**src/rtl/axis_gen_pkg.sv**
```systemverilog
// -----------------------------------------------------------------------------
// axis_gen_pkg
// Shared definitions for the multi-channel AXI-Stream traffic generator:
//   - payload mode encodings (INC / LFSR / CONST, code 3 falls back to INC)
//   - Galois LFSR tap constant and single-step helper
//   - per-channel FSM state enum
// -----------------------------------------------------------------------------
package axis_gen_pkg;

    localparam logic [1:0]  MODE_INC   = 2'd0;
    localparam logic [1:0]  MODE_LFSR  = 2'd1;
    localparam logic [1:0]  MODE_CONST = 2'd2;

    localparam logic [31:0] LFSR_TAPS  = 32'h8020_0003;

    typedef enum logic [1:0] {
        ST_IDLE,
        ST_SEND,
        ST_GAP,
        ST_FIN
    } ch_state_e;

    // One step of a right-shifting Galois LFSR: the bit shifted out selects
    // whether the tap pattern is folded back into the state.
    function automatic logic [31:0] lfsr_step(input logic [31:0] s);
        return s[0] ? ((s >> 1) ^ LFSR_TAPS) : (s >> 1);
    endfunction

endpackage

```
**src/rtl/axis_gen_channel.sv**
```systemverilog
// -----------------------------------------------------------------------------
// axis_gen_channel
// One AXI-Stream master channel of the traffic generator: packet FSM,
// in-packet / packet / gap / beat counters, stop-pending flag and LFSR.
// Ports:
//   clk, rst_n          clock, asynchronous active-low reset
//   launch              accepted start with this channel enabled
//   clear               accepted start (resets counters of every channel)
//   fin_release         every launched channel has reached FIN
//   stop                stop request (already masked against start)
//   mode, const_val,    latched run configuration; pkt_len is already
//   pkt_len, num_pkts,  forced to at least 1
//   gap
//   tready / tdata, tvalid, tlast   AXI-Stream master side
//   beat_cnt            handshakes since the last accepted start
//   fin                 channel sits in FIN
// -----------------------------------------------------------------------------
module axis_gen_channel
    import axis_gen_pkg::*;
#(
    parameter int          DATA_WIDTH = 64,
    parameter int          LEN_W      = 8,
    parameter int          CNT_W      = 16,
    parameter logic [31:0] SEED       = 32'hACE1_2024,
    parameter int          CH_IDX     = 0
) (
    input  logic                  clk,
    input  logic                  rst_n,
    input  logic                  launch,
    input  logic                  clear,
    input  logic                  fin_release,
    input  logic                  stop,
    input  logic [1:0]            mode,
    input  logic [DATA_WIDTH-1:0] const_val,
    input  logic [LEN_W-1:0]      pkt_len,
    input  logic [CNT_W-1:0]      num_pkts,
    input  logic [CNT_W-1:0]      gap,
    input  logic                  tready,
    output logic [DATA_WIDTH-1:0] tdata,
    output logic                  tvalid,
    output logic                  tlast,
    output logic [CNT_W-1:0]      beat_cnt,
    output logic                  fin
);

    localparam logic [31:0] LFSR_SEED = SEED ^ 32'(CH_IDX + 1);

    ch_state_e         state_q, state_d;
    logic [LEN_W-1:0]  idx_q, idx_d;
    logic [CNT_W-1:0]  pkt_q, pkt_d;
    logic [CNT_W-1:0]  gap_q, gap_d;
    logic [CNT_W-1:0]  beat_q, beat_d;
    logic [31:0]       lfsr_q, lfsr_d;
    logic              stop_pend_q, stop_pend_d;

    logic                  hs;
    logic                  stop_now;
    logic [CNT_W-1:0]      pkt_next;
    logic [DATA_WIDTH-9:0] inc_idx;
    logic [DATA_WIDTH-1:0] payload;

    assign tvalid   = (state_q == ST_SEND);
    assign tlast    = tvalid && (idx_q == (pkt_len - LEN_W'(1)));
    assign hs       = tvalid & tready;
    assign stop_now = stop_pend_q | stop;
    assign pkt_next = pkt_q + CNT_W'(1);
    assign beat_cnt = beat_q;
    assign fin      = (state_q == ST_FIN);

    // Next-state logic. A stop never cuts a packet short: it is only acted
    // on at the tlast handshake or while idling in a gap. An accepted start
    // overrides everything and rearms the channel from a clean slate.
    always_comb begin
        state_d     = state_q;
        idx_d       = idx_q;
        pkt_d       = pkt_q;
        gap_d       = gap_q;
        beat_d      = beat_q;
        lfsr_d      = lfsr_q;
        stop_pend_d = stop_pend_q | stop;

        case (state_q)
            ST_SEND: begin
                if (hs) begin
                    beat_d = beat_q + CNT_W'(1);
                    lfsr_d = lfsr_step(lfsr_q);
                    if (tlast) begin
                        idx_d = '0;
                        pkt_d = pkt_next;
                        if (((num_pkts != '0) && (pkt_next == num_pkts)) || stop_now) begin
                            state_d = ST_FIN;
                        end else if (gap != '0) begin
                            state_d = ST_GAP;
                            gap_d   = gap - CNT_W'(1);
                        end
                    end else begin
                        idx_d = idx_q + LEN_W'(1);
                    end
                end
            end
            ST_GAP: begin
                if (stop_now) begin
                    state_d = ST_FIN;
                end else if (gap_q == '0) begin
                    state_d = ST_SEND;
                end else begin
                    gap_d = gap_q - CNT_W'(1);
                end
            end
            ST_FIN: begin
                if (fin_release) begin
                    state_d = ST_IDLE;
                end
            end
            default: ;
        endcase

        if (clear) begin
            state_d     = launch ? ST_SEND : ST_IDLE;
            idx_d       = '0;
            pkt_d       = '0;
            gap_d       = '0;
            beat_d      = '0;
            lfsr_d      = LFSR_SEED;
            stop_pend_d = 1'b0;
        end
    end

    // Payload selection. Data is forced to zero whenever tvalid is low so the
    // bus reads all-zero out of reset and between packets.
    always_comb begin
        inc_idx              = '0;
        inc_idx[CNT_W-1:0]   = beat_q;
        case (mode)
            MODE_LFSR:  payload = {(DATA_WIDTH/32){lfsr_q}};
            MODE_CONST: payload = const_val;
            default:    payload = {8'(CH_IDX), inc_idx};
        endcase
        tdata = tvalid ? payload : '0;
    end

    always_ff @(posedge clk or negedge rst_n) begin
        if (!rst_n) begin
            state_q     <= ST_IDLE;
            idx_q       <= '0;
            pkt_q       <= '0;
            gap_q       <= '0;
            beat_q      <= '0;
            lfsr_q      <= LFSR_SEED;
            stop_pend_q <= 1'b0;
        end else begin
            state_q     <= state_d;
            idx_q       <= idx_d;
            pkt_q       <= pkt_d;
            gap_q       <= gap_d;
            beat_q      <= beat_d;
            lfsr_q      <= lfsr_d;
            stop_pend_q <= stop_pend_d;
        end
    end

endmodule

```
**src/rtl/axis_traffic_gen_mc.sv**
```systemverilog
// -----------------------------------------------------------------------------
// axis_traffic_gen_mc
// Multi-channel AXI-Stream traffic generator. Latches the run configuration
// on an accepted start, launches the enabled channels, joins their FIN states
// and produces busy / done.
// Ports:
//   clk, rst_n                 clock, asynchronous active-low reset
//   start, stop                run control pulses
//   ch_en, mode, const_val,    run configuration, sampled on accepted start
//   pkt_len, num_pkts, gap
//   axis_tdata/tvalid/tlast    NUM_CH master streams, channel c at slice c
//   axis_tready                per-channel ready
//   busy                       some launched channel has not finished
//   done                       one-cycle pulse when all launched channels end
//   beat_cnt                   per-channel handshake counters
// -----------------------------------------------------------------------------
module axis_traffic_gen_mc
    import axis_gen_pkg::*;
#(
    parameter int          DATA_WIDTH = 64,
    parameter int          NUM_CH     = 4,
    parameter int          LEN_W      = 8,
    parameter int          CNT_W      = 16,
    parameter logic [31:0] SEED       = 32'hACE1_2024
) (
    input  logic                         clk,
    input  logic                         rst_n,
    input  logic                         start,
    input  logic                         stop,
    input  logic [NUM_CH-1:0]            ch_en,
    input  logic [1:0]                   mode,
    input  logic [DATA_WIDTH-1:0]        const_val,
    input  logic [LEN_W-1:0]             pkt_len,
    input  logic [CNT_W-1:0]             num_pkts,
    input  logic [CNT_W-1:0]             gap,
    output logic [NUM_CH*DATA_WIDTH-1:0] axis_tdata,
    output logic [NUM_CH-1:0]            axis_tvalid,
    output logic [NUM_CH-1:0]            axis_tlast,
    input  logic [NUM_CH-1:0]            axis_tready,
    output logic                         busy,
    output logic                         done,
    output logic [NUM_CH*CNT_W-1:0]      beat_cnt
);

    logic                  active_q, active_d;
    logic [NUM_CH-1:0]     launched_q, launched_d;
    logic [1:0]            mode_q, mode_d;
    logic [DATA_WIDTH-1:0] const_q, const_d;
    logic [LEN_W-1:0]      len_q, len_d;
    logic [CNT_W-1:0]      num_q, num_d;
    logic [CNT_W-1:0]      gap_q, gap_d;

    logic [NUM_CH-1:0]     fin;
    logic                  all_fin;
    logic                  accept;
    logic                  stop_eff;

    // A run with no launched channels is trivially finished, which gives the
    // one-cycle done pulse without busy for an all-disabled start.
    assign all_fin  = &(fin | ~launched_q);
    assign done     = active_q & all_fin;
    assign busy     = active_q & ~all_fin;
    assign accept   = start & ~busy;
    assign stop_eff = stop & ~start;

    // Run bookkeeping: configuration is captured only on an accepted start,
    // and the run closes in the cycle where done is shown.
    always_comb begin
        active_d   = active_q;
        launched_d = launched_q;
        mode_d     = mode_q;
        const_d    = const_q;
        len_d      = len_q;
        num_d      = num_q;
        gap_d      = gap_q;
        if (accept) begin
            active_d   = 1'b1;
            launched_d = ch_en;
            mode_d     = mode;
            const_d    = const_val;
            len_d      = (pkt_len == '0) ? LEN_W'(1) : pkt_len;
            num_d      = num_pkts;
            gap_d      = gap;
        end else if (done) begin
            active_d   = 1'b0;
        end
    end

    always_ff @(posedge clk or negedge rst_n) begin
        if (!rst_n) begin
            active_q   <= 1'b0;
            launched_q <= '0;
            mode_q     <= MODE_INC;
            const_q    <= '0;
            len_q      <= LEN_W'(1);
            num_q      <= '0;
            gap_q      <= '0;
        end else begin
            active_q   <= active_d;
            launched_q <= launched_d;
            mode_q     <= mode_d;
            const_q    <= const_d;
            len_q      <= len_d;
            num_q      <= num_d;
            gap_q      <= gap_d;
        end
    end

    for (genvar c = 0; c < NUM_CH; c++) begin : g_ch
        axis_gen_channel #(
            .DATA_WIDTH (DATA_WIDTH),
            .LEN_W      (LEN_W),
            .CNT_W      (CNT_W),
            .SEED       (SEED),
            .CH_IDX     (c)
        ) u_ch (
            .clk         (clk),
            .rst_n       (rst_n),
            .launch      (accept & ch_en[c]),
            .clear       (accept),
            .fin_release (done),
            .stop        (stop_eff),
            .mode        (mode_q),
            .const_val   (const_q),
            .pkt_len     (len_q),
            .num_pkts    (num_q),
            .gap         (gap_q),
            .tready      (axis_tready[c]),
            .tdata       (axis_tdata[c*DATA_WIDTH +: DATA_WIDTH]),
            .tvalid      (axis_tvalid[c]),
            .tlast       (axis_tlast[c]),
            .beat_cnt    (beat_cnt[c*CNT_W +: CNT_W]),
            .fin         (fin[c])
        );
    end

endmodule

```
**config.mk**
```make
export PLATFORM = sky130hd
export DESIGN_NAME = axis_traffic_gen_mc
export DESIGN_NICKNAME = d
export VERILOG_FILES = /design/src/rtl/axis_gen_pkg.sv /design/src/rtl/axis_gen_channel.sv /design/src/rtl/axis_traffic_gen_mc.sv
export SDC_FILE = /design/constraint.sdc
export NUM_CORES = 1
export LEC_CHECK = 0
export ABC_CLOCK_PERIOD_IN_PS = 4000
export BUFFER_PORTS_ARGS = -buffer_cell sky130_fd_sc_hd__buf_2
export CAP_MARGIN = 25
export CORE_MARGIN = 3
export CORE_UTILIZATION = 50
export DETAILED_ROUTE_END_ITERATION = 10
export PLACE_DENSITY = 0.81
export SLEW_MARGIN = 0
export SYNTH_ARGS = -nofsm -noshare
export SYNTH_HDL_FRONTEND = slang
export SYNTH_SLANG_ARGS = --single-unit
```
**constraint.sdc**
```tcl
create_clock -name clk -period 4 [get_ports clk]
set_input_delay 0.8 -clock clk [delete_from_list [all_inputs] [get_ports clk]]
set_output_delay 0.8 -clock clk [all_outputs]
set_load 0.02 [all_outputs]
```
==> metrics.txt <==
status finished clean; YS warnings 0; Post-synth EDFFs 0; commonest non-fill, non-tap cell in the layout nand2_1; vias in the first global route 27000; average wire per standard cell 23.3 um; Netlist cell types 95; number of H-tree levels 2; Setup Total Neg Slack 0 ns; Post-Synthesis Cells 3538; Area Growth Syn to Fin 17.0%; Setup Crit Path Kind register to primary output; syn nets 3676; FP Rows 86; FF+latch count, synth 475; Inserted Clock Buffers 54; cts-stage hold buffer count 0; final total power 26.3 mW; routed vias 28100; grt ovf 0; clock buffer depth 3; Cell Pwr Density 801 mW/mm^2; Worst Hold Class input pin to asynchronous set/reset pin; Reg power frac 30.3%; clk slew on worst S/H paths 0.06 ns; predominant post-synthesis flop cell dfrtp_1; cells on worst reg2reg path 11; Required @ worst endpoint 3.20 ns; Pre-antenna DRT Iters 6; mapped cell area 0.0281 mm^2; Core Util, Final 59.4%; RR Startpoint len_q[0]; Startpoint Class register; number of nets still failing antenna checks after routing 0; Internal 13.4 mW; IO Pins 448; Mapped Avg Cell Area 7.94 um^2; gp weighted congestion 1.04; antenna violations before repair 4; Leak 15.1 nW; input/output buffers 447; Area after DPL 0.0311 mm^2; crit path time final 3.89 ns; worst reg2reg endpoint g_ch[2].u_ch.gap_q[3]; Worst EP arrival 3.09 ns; most frequent cells in the layout nand2_1 (890), buf_2 (446), dfrtp_1 (427), a21oi_1 (400), nor2_1 (298); Final Skew 0.0412 ns; die area 0.0591 mm^2; die outline width 243 um; total of max-cap violations 0; Net Sw Frac 49.1%; crit path max fanout 7; total detailed-routing wirelength 108000 um; Root Buffer Master clkbuf_16; filler instances 5019; Pins Over Slew Limit 0; Max VDD drop 462 uV; largest net degree at the start of global routing 137; Slew HR 34.4%; layout cells sized above 1 18.1%; Seq/Total Area, Yosys 42.5%; Final setup viols 0; critical path capture point type primary output; Final Hold Fails 0; core area 0.0553 mm^2; initial DRC count 3112; CTS tree built; RSZ-0062 raised after global routing true; finished layout cell area 0.0329 mm^2; first-pass GRT wire length 164000 um; clk_lat worst skew 0.65 ns; DP HPWL 79900 um; clk sinks 475; FMAX 257 MHz; period utilisation layout 97.2%; Sw Pwr 12.9 mW; GRT Total Usage 35.9%; FF-to-FF setup slack 0.37 ns; clock share of power 18.8%; DRC viols 0; Gate power share 50.8%; routed vias/inst 6.03; Post-synth ARST share 100%; initial core utilization 50.8%; Worst-Margin Slew 0.984 ns; DIE HEIGHT 243 um; nets@finish 4007
area by class of cell:
| class | count | area (um^2) | area share [%] |
|---|---|---|---|
| Clock inverter | 17 | 183 | 0.556 |
| Timing Repair Buffer | 529 | 3010 | 9.16 |
| Sequential cell | 475 | 11900 | 36.3 |
| Multi-Input combinational cell | 2695 | 14800 | 45.0 |
| Tap cell | 748 | 936 | 2.85 |
| Inverter | 114 | 428 | 1.30 |
| Antenna cell | 3 | 7.51 | 0.0228 |
| Clock buffer | 81 | 1560 | 4.75 |
layer usage:
metal  vias to the layer above  wire (um)  track usage (%)
li1                      12700          -                -
met1                     13300      39700             43.0
met2                      1658      48600             56.6
met3                       440      11000             9.47
met4                         0       9210             24.7
met5                         -          0                0
how the worst max path moves through the flow:
stage / start / endpoint / slack [ns] / cells past startpoint
CTS: len_q[0] / axis_tlast[2] / 0.008 / 8
floorplan: len_q[0] / g_ch[2].u_ch.gap_q[12] / 0.75 / 13
detailed placement: len_q[0] / g_ch[2].u_ch.gap_q[3] / 0.32 / 11
global route: len_q[0] / axis_tlast[2] / -0.03 / 8
global placement: len_q[0] / g_ch[2].u_ch.gap_q[3] / 0.42 / 11
finish: len_q[0] / axis_tlast[3] / 0.11 / 9
power by group through the flow:
stage | Clock, mW | Sequential, mW | Combinational (mW)
after floorplan | 0 | 7.39 | 8.62
after global placement | 0 | 7.94 | 12.8
after detailed placement | 0 | 7.96 | 13.0
after CTS | 4.99 | 7.93 | 13.1
after global routing | 5.19 | 8.17 | 14.3
final | 4.96 | 7.99 | 13.4
flip-flops by register name (all words and copies together) (netlist names):
signal and cells:
g_ch.u_ch.pkt_q 64, g_ch.u_ch.stop_pend_q 4, active_q 1, g_ch.u_ch.beat_cnt 64, g_ch.u_ch.idx_q 32, gap_q 16, const_q 64, g_ch.u_ch.state_q 8
len_q 8, num_q 16, g_ch.u_ch.gap_q 64, mode_q 2, launched_q 4, g_ch.u_ch.lfsr_q 128
synth_stat cells, types with 15 or more instances:
master      n  area, um^2
a211o_1    16         140
xor2_1     67         587
nand2b_1   27         169
buf_1      23        86.3
o211ai_1   20         150
inv_1     110         413
nor2b_1    17         106
xnor3_1    15         338
and3_1     33         206
or3_1      38         238
nand3_1   107         536
dfrtp_1   427       10700
xnor2_1   172        1510
o21ai_0    93         465
nand2_1   891        3340
nor2_1    299        1120
a31oi_1    15        93.8
and2_1     17         106
nor4_1     44         275
nor3_1     76         380
dfstp_2    48        1260
clkbuf_1  211         792
nand4_1    42         263
ha_1       20         250
a221oi_1   65         569
a21oi_1   400        2000
logic make-up after synthesis:
family | Yosys count | share of synthesized area (%)
simple gates | 1662 | 26.1
compound gates | 742 | 16.1
flops | 475 | 42.5
buf+inv | 368 | 5.11
xor+xnor | 255 | 8.71
fa+ha+maj | 20 | 0.891
mux | 16 | 0.579
what timing repair did:
action | in CTS | in global routing
gates resized for setup | 0 | 7
buffers inserted | 0 | 1
setup endpoints to repair | 0 | 9
metrics by stage:
| step | hold WS (ns) | worst slack, ns | instances |
|---|---|---|---|
| detailed placement | 0.458 | 0.315 | 4560 |
| floorplan | 0.439 | 0.749 | 3538 |
| global route | 0.242 | -0.0323 | 4660 |
| global placement | 0.452 | 0.417 | 4560 |
| finish | 0.191 | 0.111 | 4662 |
| CTS | 0.228 | 0.00842 | 4658 |
worst max-delay path: stages, from the launching register on:
cell,delay [ns]
dfstp_2,0.42
inv_1,0.09
ha_1,0.26
or3b_1,0.44
nor3_4,0.22
xnor3_1,0.21
and3_1,0.21
nand2_1,0.06
and4b_2,0.36
buf_2,0.20
(Power assumes the default switching activity.)
